$ cat config.mk
export PLATFORM = sky130hd
export DESIGN_NAME = execute_stage_mc
export DESIGN_NICKNAME = d
export VERILOG_FILES = /design/src/rtl/execute_stage_mc.sv
export SDC_FILE = /design/constraint.sdc
export NUM_CORES = 2
export LEC_CHECK = 0
export ABC_AREA = 1
export BUFFER_PORTS_ARGS = -buffer_cell sky130_fd_sc_hd__buf_4
export CORE_MARGIN = 8
export CORE_UTILIZATION = 52
export CTS_CLUSTER_SIZE = 14
export DETAILED_ROUTE_END_ITERATION = 10
export HOLD_SLACK_MARGIN = 0.08
export PLACE_DENSITY = 0.69
export SYNTH_ARGS = -nofsm -noshare
export SYNTH_HDL_FRONTEND = slang
export SYNTH_SLANG_ARGS = --single-unit
$ cat constraint.sdc
create_clock -name clk -period 8.4 [get_ports clk]
set_clock_uncertainty 0.1 [all_clocks]
set_input_delay 1.68 -clock clk [delete_from_list [all_inputs] [get_ports clk]]
set_output_delay 1.68 -clock clk [all_outputs]
set_load 0.01 [all_outputs]
$ cat src/rtl/execute_stage_mc.sv
// RV32I execute stage: ALU, branch/jump resolution, operand forwarding,
// multi-cycle MUL with front-end stall, and the EX/MEM pipeline register.
module execute_stage_mc #(
    parameter int XLEN       = 32,
    parameter int REG_AW     = 5,
    parameter int MUL_CYCLES = 4
) (
    input  logic              clk,
    input  logic              rst,
    input  logic              FlushE,
    input  logic              RegWriteE,
    input  logic              MemWriteE,
    input  logic              BranchE,
    input  logic              JumpE,
    input  logic              JalrE,
    input  logic              ALUSrcE,
    input  logic [1:0]        ResultSrcE,
    input  logic [3:0]        ALUControlE,
    input  logic [2:0]        BranchTypeE,
    input  logic [XLEN-1:0]   RD1_E,
    input  logic [XLEN-1:0]   RD2_E,
    input  logic [XLEN-1:0]   Imm_Ext_E,
    input  logic [XLEN-1:0]   PCE,
    input  logic [XLEN-1:0]   PCPlus4E,
    input  logic [REG_AW-1:0] RD_E,
    input  logic [XLEN-1:0]   ResultW,
    input  logic [1:0]        ForwardA_E,
    input  logic [1:0]        ForwardB_E,
    output logic              PCSrcE,
    output logic [XLEN-1:0]   PCTargetE,
    output logic              StallE_o,
    output logic              RegWriteM,
    output logic              MemWriteM,
    output logic [1:0]        ResultSrcM,
    output logic [REG_AW-1:0] RD_M,
    output logic [XLEN-1:0]   PCPlus4M,
    output logic [XLEN-1:0]   WriteDataM,
    output logic [XLEN-1:0]   ALU_ResultM
);

    localparam int SHW = $clog2(XLEN);
    localparam int CW  = (MUL_CYCLES > 2) ? $clog2(MUL_CYCLES) : 1;

    typedef enum logic {S_IDLE, S_BUSY} state_t;

    state_t            r_state, w_next;
    logic [CW-1:0]     r_cnt, w_cnt_nx;
    logic [XLEN-1:0]   r_mul_a, r_mul_b;
    logic              w_stall, w_start, w_capture, w_is_mul, w_cond;
    logic [XLEN-1:0]   w_srcA, w_srcB_pre, w_srcB, w_alu, w_prod, w_jalr_t;
    logic [SHW-1:0]    w_shamt;

    logic              r_regwrite, r_memwrite;
    logic [1:0]        r_resultsrc;
    logic [REG_AW-1:0] r_rd;
    logic [XLEN-1:0]   r_pcplus4, r_wdata, r_alu;

    assign w_is_mul   = (ALUControlE == 4'b1010);
    assign w_srcB     = ALUSrcE ? Imm_Ext_E : w_srcB_pre;
    assign w_shamt    = w_srcB[SHW-1:0];
    assign w_prod     = r_mul_a * r_mul_b;
    assign w_jalr_t   = w_srcA + Imm_Ext_E;

    // Forwarding muxes; code 11 falls back to the register value
    always_comb begin
        case (ForwardA_E)
            2'b01:   w_srcA = ResultW;
            2'b10:   w_srcA = r_alu;
            default: w_srcA = RD1_E;
        endcase
        case (ForwardB_E)
            2'b01:   w_srcB_pre = ResultW;
            2'b10:   w_srcB_pre = r_alu;
            default: w_srcB_pre = RD2_E;
        endcase
    end

    // ALU; MUL result comes from the operands latched at MUL start
    always_comb begin
        case (ALUControlE)
            4'b0000: w_alu = w_srcA + w_srcB;
            4'b0001: w_alu = w_srcA - w_srcB;
            4'b0010: w_alu = w_srcA & w_srcB;
            4'b0011: w_alu = w_srcA | w_srcB;
            4'b0100: w_alu = w_srcA ^ w_srcB;
            4'b0101: w_alu = {{(XLEN-1){1'b0}},
                              $signed(w_srcA) < $signed(w_srcB)};
            4'b0110: w_alu = {{(XLEN-1){1'b0}}, w_srcA < w_srcB};
            4'b0111: w_alu = w_srcA << w_shamt;
            4'b1000: w_alu = w_srcA >> w_shamt;
            4'b1001: w_alu = $unsigned($signed(w_srcA) >>> w_shamt);
            4'b1010: w_alu = w_prod;
            default: w_alu = '0;
        endcase
    end

    // Branch condition on the forwarded register operands
    always_comb begin
        case (BranchTypeE)
            3'b000:  w_cond = (w_srcA == w_srcB_pre);
            3'b001:  w_cond = (w_srcA != w_srcB_pre);
            3'b100:  w_cond = $signed(w_srcA) < $signed(w_srcB_pre);
            3'b101:  w_cond = $signed(w_srcA) >= $signed(w_srcB_pre);
            3'b110:  w_cond = w_srcA < w_srcB_pre;
            3'b111:  w_cond = w_srcA >= w_srcB_pre;
            default: w_cond = 1'b0;
        endcase
    end

    assign PCSrcE    = ~FlushE & ((BranchE & w_cond) | JumpE);
    assign PCTargetE = JalrE ? {w_jalr_t[XLEN-1:1], 1'b0}
                             : PCE + Imm_Ext_E;
    assign StallE_o  = w_stall;

    // MUL sequencing: stall and bubble until the counter runs out
    always_comb begin
        w_next    = r_state;
        w_cnt_nx  = r_cnt;
        w_stall   = 1'b0;
        w_start   = 1'b0;
        w_capture = 1'b1;
        if (FlushE) begin
            w_next    = S_IDLE;
            w_cnt_nx  = '0;
            w_capture = 1'b0;
        end else begin
            case (r_state)
                S_IDLE: begin
                    if (w_is_mul) begin
                        w_start   = 1'b1;
                        w_stall   = 1'b1;
                        w_capture = 1'b0;
                        w_next    = S_BUSY;
                        w_cnt_nx  = CW'(MUL_CYCLES - 2);
                    end
                end
                S_BUSY: begin
                    if (r_cnt != '0) begin
                        w_stall   = 1'b1;
                        w_capture = 1'b0;
                        w_cnt_nx  = r_cnt - 1'b1;
                    end else begin
                        w_next = S_IDLE;
                    end
                end
                default: w_next = S_IDLE;
            endcase
        end
    end

    // FSM state and counter
    always_ff @(posedge clk) begin
        if (rst) begin
            r_state <= S_IDLE;
            r_cnt   <= '0;
        end else begin
            r_state <= w_next;
            r_cnt   <= w_cnt_nx;
        end
    end

    // Latch MUL operands so forwarding changes cannot disturb the product
    always_ff @(posedge clk) begin
        if (rst) begin
            r_mul_a <= '0;
            r_mul_b <= '0;
        end else if (w_start) begin
            r_mul_a <= w_srcA;
            r_mul_b <= w_srcB;
        end
    end

    // EX/MEM pipeline register; bubble whenever no result is ready
    always_ff @(posedge clk) begin
        if (rst || !w_capture) begin
            r_regwrite  <= 1'b0;
            r_memwrite  <= 1'b0;
            r_resultsrc <= 2'b00;
            r_rd        <= '0;
            r_pcplus4   <= '0;
            r_wdata     <= '0;
            r_alu       <= '0;
        end else begin
            r_regwrite  <= RegWriteE;
            r_memwrite  <= MemWriteE;
            r_resultsrc <= ResultSrcE;
            r_rd        <= RD_E;
            r_pcplus4   <= PCPlus4E;
            r_wdata     <= w_srcB_pre;
            r_alu       <= w_alu;
        end
    end

    assign RegWriteM   = r_regwrite;
    assign MemWriteM   = r_memwrite;
    assign ResultSrcM  = r_resultsrc;
    assign RD_M        = r_rd;
    assign PCPlus4M    = r_pcplus4;
    assign WriteDataM  = r_wdata;
    assign ALU_ResultM = r_alu;

endmodule
* Yosys cells after proc, flatten, opt, wreduce, memory -nomap -nowiden
Index checks and enable logic that the tools add are counted.
** Word-level totals
- Memories :: 0
- Bits of input ports :: 219
- Output and inout bits :: 139
- Bits in read-only memories :: 0
- Logic and storage cells :: 83
- Bits in registers :: 172
- RAM bits :: 0
- Latch bits :: 0
** Operators by class
- Multipliers :: 1
- Equality and inequality tests :: 23
- Add/subtract/negate cells :: 5
- Multiplexer cells :: 19
- Order comparisons :: 6
- Bitwise gates (word level) :: 8
- Shift-type cells :: 3
- Divide/modulo/power cells :: 0
- Reductions and logical operators :: 7
** Operators by type and width (count)
- 32-bit case mux with 11 select lines :: 1
- 32-bit less-than comparator :: 4
- 32-bit case mux with 2 select lines :: 2
- 32-bit adder :: 3
- 32-bit greater-or-equal comparator :: 2
- 32-bit 2-to-1 mux :: 2
- 32-bit AND :: 1
- 32-bit == test :: 1
- 32-bit by 32-bit multiplier with 32-bit output :: 1
- 32-bit inequality test :: 1
- 32-bit OR :: 1
- 32-bit by 5-bit << shifter with 32-bit output :: 1
- 32-bit by 5-bit right shift with 32-bit output :: 1
- 32-bit by 5-bit >>> shifter with 32-bit output :: 1
- 32-bit subtractor :: 1
- 32-bit XOR :: 1
- 4-bit by 3-bit == test with 1-bit output (second input constant) :: 4
- 3-bit == test (second input constant) :: 4
- 4-bit == test (second input constant) :: 3
- 4-bit by 2-bit == test with 1-bit output (second input constant) :: 2
- 1-bit 2-to-1 mux :: 8
- 1-bit case mux with 6 select lines :: 1
- 2-bit by 1-bit == test with 1-bit output (second input constant) :: 2
- 2-bit == test (second input constant) :: 2
- other kinds (18) :: 22

* Longest topological paths before layout
- Word-level depth :: 7
- Gate-level depth with buffers :: 42
- Depth with buffers taken out :: 40

* Worst setup path before layout
OpenSTA, ideal clock, no wires.
- Path type :: reg-to-reg
- Start :: register r_mul_b[5]
- End :: register r_alu[27] (netlist: ALU_ResultM[27])
- Library setup time :: 0.128 ns
- Required time :: 8.172 ns
- Setup slack :: 1.706 ns
- Clock period less this slack :: 6.694 ns
- Cell stages (with the launch flop) :: 28
- Data arrival time :: 6.466 ns
- Path buffers :: 2
- Path through :: dfxtp_1 -> clkbuf_1 -> buf_1 -> nand2_1 -> inv_1 -> fa_1 -> fa_1 -> fa_1 -> inv_1 -> fa_1 -> inv_1 -> fa_1 -> inv_1 -> fa_1 -> inv_1 -> fa_1 -> fa_1 -> ha_1 -> a21oi_1 -> o21ai_0 -> a21oi_1 -> nand3_1 -> a21o_1 -> or2_2 -> nand3_1 -> nand4_1 -> nor2_1 -> nor2_1
** On the way
- Word-level cells in the longest chain between the ends :: 2
** RTL lines
- from (decl) :: RTL line 48 : logic [XLEN-1:0] r_mul_a, r_mul_b;
- from (signal assigned) :: RTL line 169 : r_mul_b <= w_srcB;
- 32-bit by 32-bit multiplier with 32-bit output :: RTL line 61 : assign w_prod = r_mul_a * r_mul_b;
- 32-bit case mux with 11 select lines :: RTL line 80 : case (ALUControlE)
- to (signal assigned) :: RTL line 190 : r_alu <= w_alu;
- to (decl) :: RTL line 56 : logic [XLEN-1:0] r_pcplus4, r_wdata, r_alu;
No other way between the ends.
A chain may end at the register's enable or synchronous reset.

* Final worst setup path
- Start :: input ForwardA_E[0]
- End :: output PCTargetE[27]
** On the way
- Word-level cells in the longest chain between the ends :: 4
- Elaborated cells on any way between the ends :: 5
- Those cells by class :: 1 x add/sub; 2 x eq/ne; 2 x mux
** RTL lines
- from (decl) :: RTL line 27 : input logic [1:0] ForwardA_E,
- 2-bit == test / 2-bit by 1-bit == test with 1-bit output (equally long branches) :: RTL line 66 : case (ForwardA_E)
- 32-bit case mux with 2 select lines (*) :: RTL line 66
- net w_srcA[8] :: RTL line 50 : logic [XLEN-1:0] w_srcA, w_srcB_pre, w_srcB, w_alu, w_prod, w_jalr_t;
- 32-bit adder (*) :: RTL line 62 : assign w_jalr_t = w_srcA + Imm_Ext_E;
- 32-bit 2-to-1 mux (*) :: RTL line 111 : assign PCTargetE = JalrE ? {w_jalr_t[XLEN-1:1], 1'b0}
- to (decl) :: RTL line 30 : output logic [XLEN-1:0] PCTargetE,
Mark *: on every way through the listed nets, which the timed path passes. The rest lies on a longest branch.

==> results.toml <==
[run_status]
status = "finished with violations"
violations = "capacitance limit, slew limit"

[clocking]
ctsResizeCount = 0
cts_tree = "done"
cts_buffers = 17
htree_levels = 4
clk_latency_ns = 0.52
cts_root_buf = "clkbuf_16"
clk_pin_slew_ns = 0.08
post_cts_buffers = 0
clock-sinks = 172
postCtsHoldBufs = 0
cts_buffer_depth = 2

[critical_path]
r2r_cells = 30
endpoint_kind = "output pin"
reg2reg_to = "ALU_ResultM[26]"
cp_max_fo = 64
cp.required_ns = 6.62
critical_path_arrival_ns = 6.55
critPathLaunchType = "input pin"
worstReg2RegStart = "r_mul_b[7]"
critPathKind = "in -> out"
r2r_slack_ns = 0.46

[synthesis]
ys_ff_latch = 172
yosys-top-cells-count = "nand2_1, inv_1, nand3_1"
synth-edff-count = 0
synth.top_cell.area_share = 0.2226
synth-seq-area-share = 0.09293
async_reset_ff_frac = 0
synth.area.top_cells = "fa_1, nand2_1, inv_1, ha_1, dfxtp_1"
ys_types = 56
ys.flop_type = "dfxtp_1"
netlist_area_sq_um = 37050
yosys.area.top_type = "fa_1"
yosysWarnings = 0
netlist_instances = 5779
syn_nets = 6728
yosys.cell_count.top_type = "nand2_1"
syn_avg_cell_area_sq_um = 6.412

[sta]
hold_viol = 0
setup_viol = 0
finalCritPeriodShare = 0.9917
worstMarginPinSlew_ns = 1.608
fmax_mhz = 120.0
grt_setup_unrepaired = "no"
setup-tns-final_ns = 0
slew_headroom = -0.07928
post-route-min-period_ns = 8.330
drv_slew = 6

[pwr]
seq_power_share = 0.210
clkPwrFrac = 0.209
p_sw_frac = 0.5292
p_int_mw = 2.012
powerDensity_nw_per_um2 = 103.2
power.total_mw = 4.273
p_sw_mw = 2.261
p_leak_nw = 23.64
power_frac_comb = 0.581
irDropWorstVdd_v = 0.0001624

[final_layout]
final_nets = 6956
syn_to_final_growth_pct = 11.71
fin_util = 0.5831
layout-drive-gt1-share = 0.09435

[floorplanning]
dieArea_sq_um = 80060
initial_core_util = 0.5219
io_pins = 358
row_count = 98
core-area_sq_um = 71000
die_y_microns = 282.9
die_w_microns = 282.9

[grt]
gr-total-overflow = 0
first_global_vias = 40092
antenna_found_initial = 9
gr-usage-all-layers = 0.4073
grt_max_degree = 99
grt_pass1_wl_mm = 249.6

[place]
post-dp-hpwl_mm = 137.8
port_buffers = 357
gp_congestion = 1.104

[drt]
dr.pass1.iters = 6
drtAntennaViolNets = 0
routedWlPerCell_microns = 24.14
drtIter0Drc = 5245
vias_per_cell = 5.873
drcViolationCount = 0
via_count = 40977
wirelength_mm = 168.4

[worst_hold_path]
holdPathStages = 1
worstHoldStart = "r_cnt[0]"
min_to = "r_cnt[0]"
hp-class = "reg -> reg"

[run]
maxCapViolCount = 1
## worst max-delay path, cell delays in order
cell and delay, ns:
buf_4 0.09, inv_1 0.04, ha_1 0.29, inv_2 0.75, nand3_1 0.16, o21ai_1 0.88, inv_1 0.39, ha_1 0.49
a21oi_1 0.24, inv_1 0.09, a31oi_1 0.19, o21ai_0 0.15, a21oi_1 0.15, nand2_1 0.17, a21o_1 0.21, o21ai_0 0.24
nand2_1 0.14, buf_4 0.16
## worst max path at each step
| stage | start | end | slack (ns) | cells past startpoint |
|---|---|---|---|---|
| global route | ForwardA_E[0] | PCTargetE[28] | 0.04 | 19 |
| finish | ForwardA_E[0] | PCTargetE[27] | 0.07 | 18 |
| floorplan | r_mul_b[5] | ALU_ResultM[27] | 1.71 | 27 |
| detailed placement | ForwardA_E[0] | PCTargetE[31] | 0.41 | 20 |
| CTS | ForwardA_E[0] | PCTargetE[27] | 0.39 | 18 |
| global placement | ForwardA_E[0] | PCTargetE[18] | 0.35 | 19 |
## power by group through the flow
stage / clock network (mW) / registers [mW] / logic, mW
final: 0.891 / 0.899 / 2.48
after global routing: 0.919 / 0.899 / 2.63
after CTS: 0.896 / 0.895 / 2.37
after detailed placement: 0 / 0.913 / 2.36
after global placement: 0 / 0.914 / 2.37
after floorplan: 0 / 0.893 / 1.44
## per-stage QoR
step / setup slack, ns / instance area, sq um / cells / hold slack (ns)
6_report: 0.06997 / 41390 / 6977 / 0.3909
5_1_grt: 0.04436 / 41390 / 6975 / 0.4170
4_1_cts: 0.3886 / 41370 / 6969 / 0.3850
3_5_place_dp: 0.4094 / 40740 / 6937 / 0.3713
3_3_place_gp: 0.3529 / 40740 / 6937 / 0.3435
2_1_floorplan: 1.706 / 37050 / 5779 / 0.3256
## sequential cells by signal (all words and copies together) (netlist names)
| name | count |
|---|---|
| WriteDataM | 32 |
| RD_M | 5 |
| r_state | 1 |
| ALU_ResultM | 32 |
| RegWriteM | 1 |
| MemWriteM | 1 |
| r_mul_b | 32 |
| ResultSrcM | 2 |
| r_cnt | 2 |
| PCPlus4M | 32 |
| r_mul_a | 32 |
## cell usage in the layout, fill, tap and decap left out, types with 13 or more instances in the layout
cell	Yosys	layout
a211oi_1	23	23
a21o_1	21	21
a21oi_1	353	353
a221o_1	27	27
a221oi_1	13	13
a31oi_1	17	17
buf_4	9	475
clkbuf_16	0	17
dfxtp_1	172	171
fa_1	412	412
ha_1	318	318
inv_1	1146	1144
nand2_1	1489	1489
nand3_1	448	448
nand3b_1	16	16
nand4_1	42	42
nor2_1	379	378
nor3_1	32	32
o211ai_1	20	20
o21ai_0	345	345
o21ai_1	55	53
o21bai_1	18	18
o22ai_1	19	19
xnor2_1	14	14
xor2_1	25	25
## area by class of cell
cell class	count	area, sq um
diodes	7	17.52
clock buffers	17	425.4
clock inverters	15	198.9
fillers	7068	29600
inverters	1160	4360
multi-input cells	4176	28100
flip-flops and latches	172	3445
well taps	950	1189
repair buffers	480	3657
## layer usage
| metal | track usage | share of wire | vias to the layer above |
|---|---|---|---|
| met1 | 0.4998 | 0.37 | 19292 |
| met5 | 0 | 0.00016 | - |
| met4 | 0.2685 | 0.080 | 4 |
| met2 | 0.6370 | 0.43 | 2622 |
| met3 | 0.09517 | 0.12 | 564 |
| li1 | - | - | 18495 |
## kinds of logic (layout without fill, tap and decap cells)
kind of cell               after synthesis  count (layout)  share of synthesized area
buffers and inverters                 1431            1672                     0.1497
adders and majority gates              730             730                     0.3300
DFF                                    172             172                    0.09293
other                                    0               7                          0
AOI/OAI and AO/OA                      960             960                     0.1458
and+or+nand+nor                       2447            2447                     0.2724
xor gates and xnor gates                39              39                   0.009218
Power figures use the tool's default switching activity.
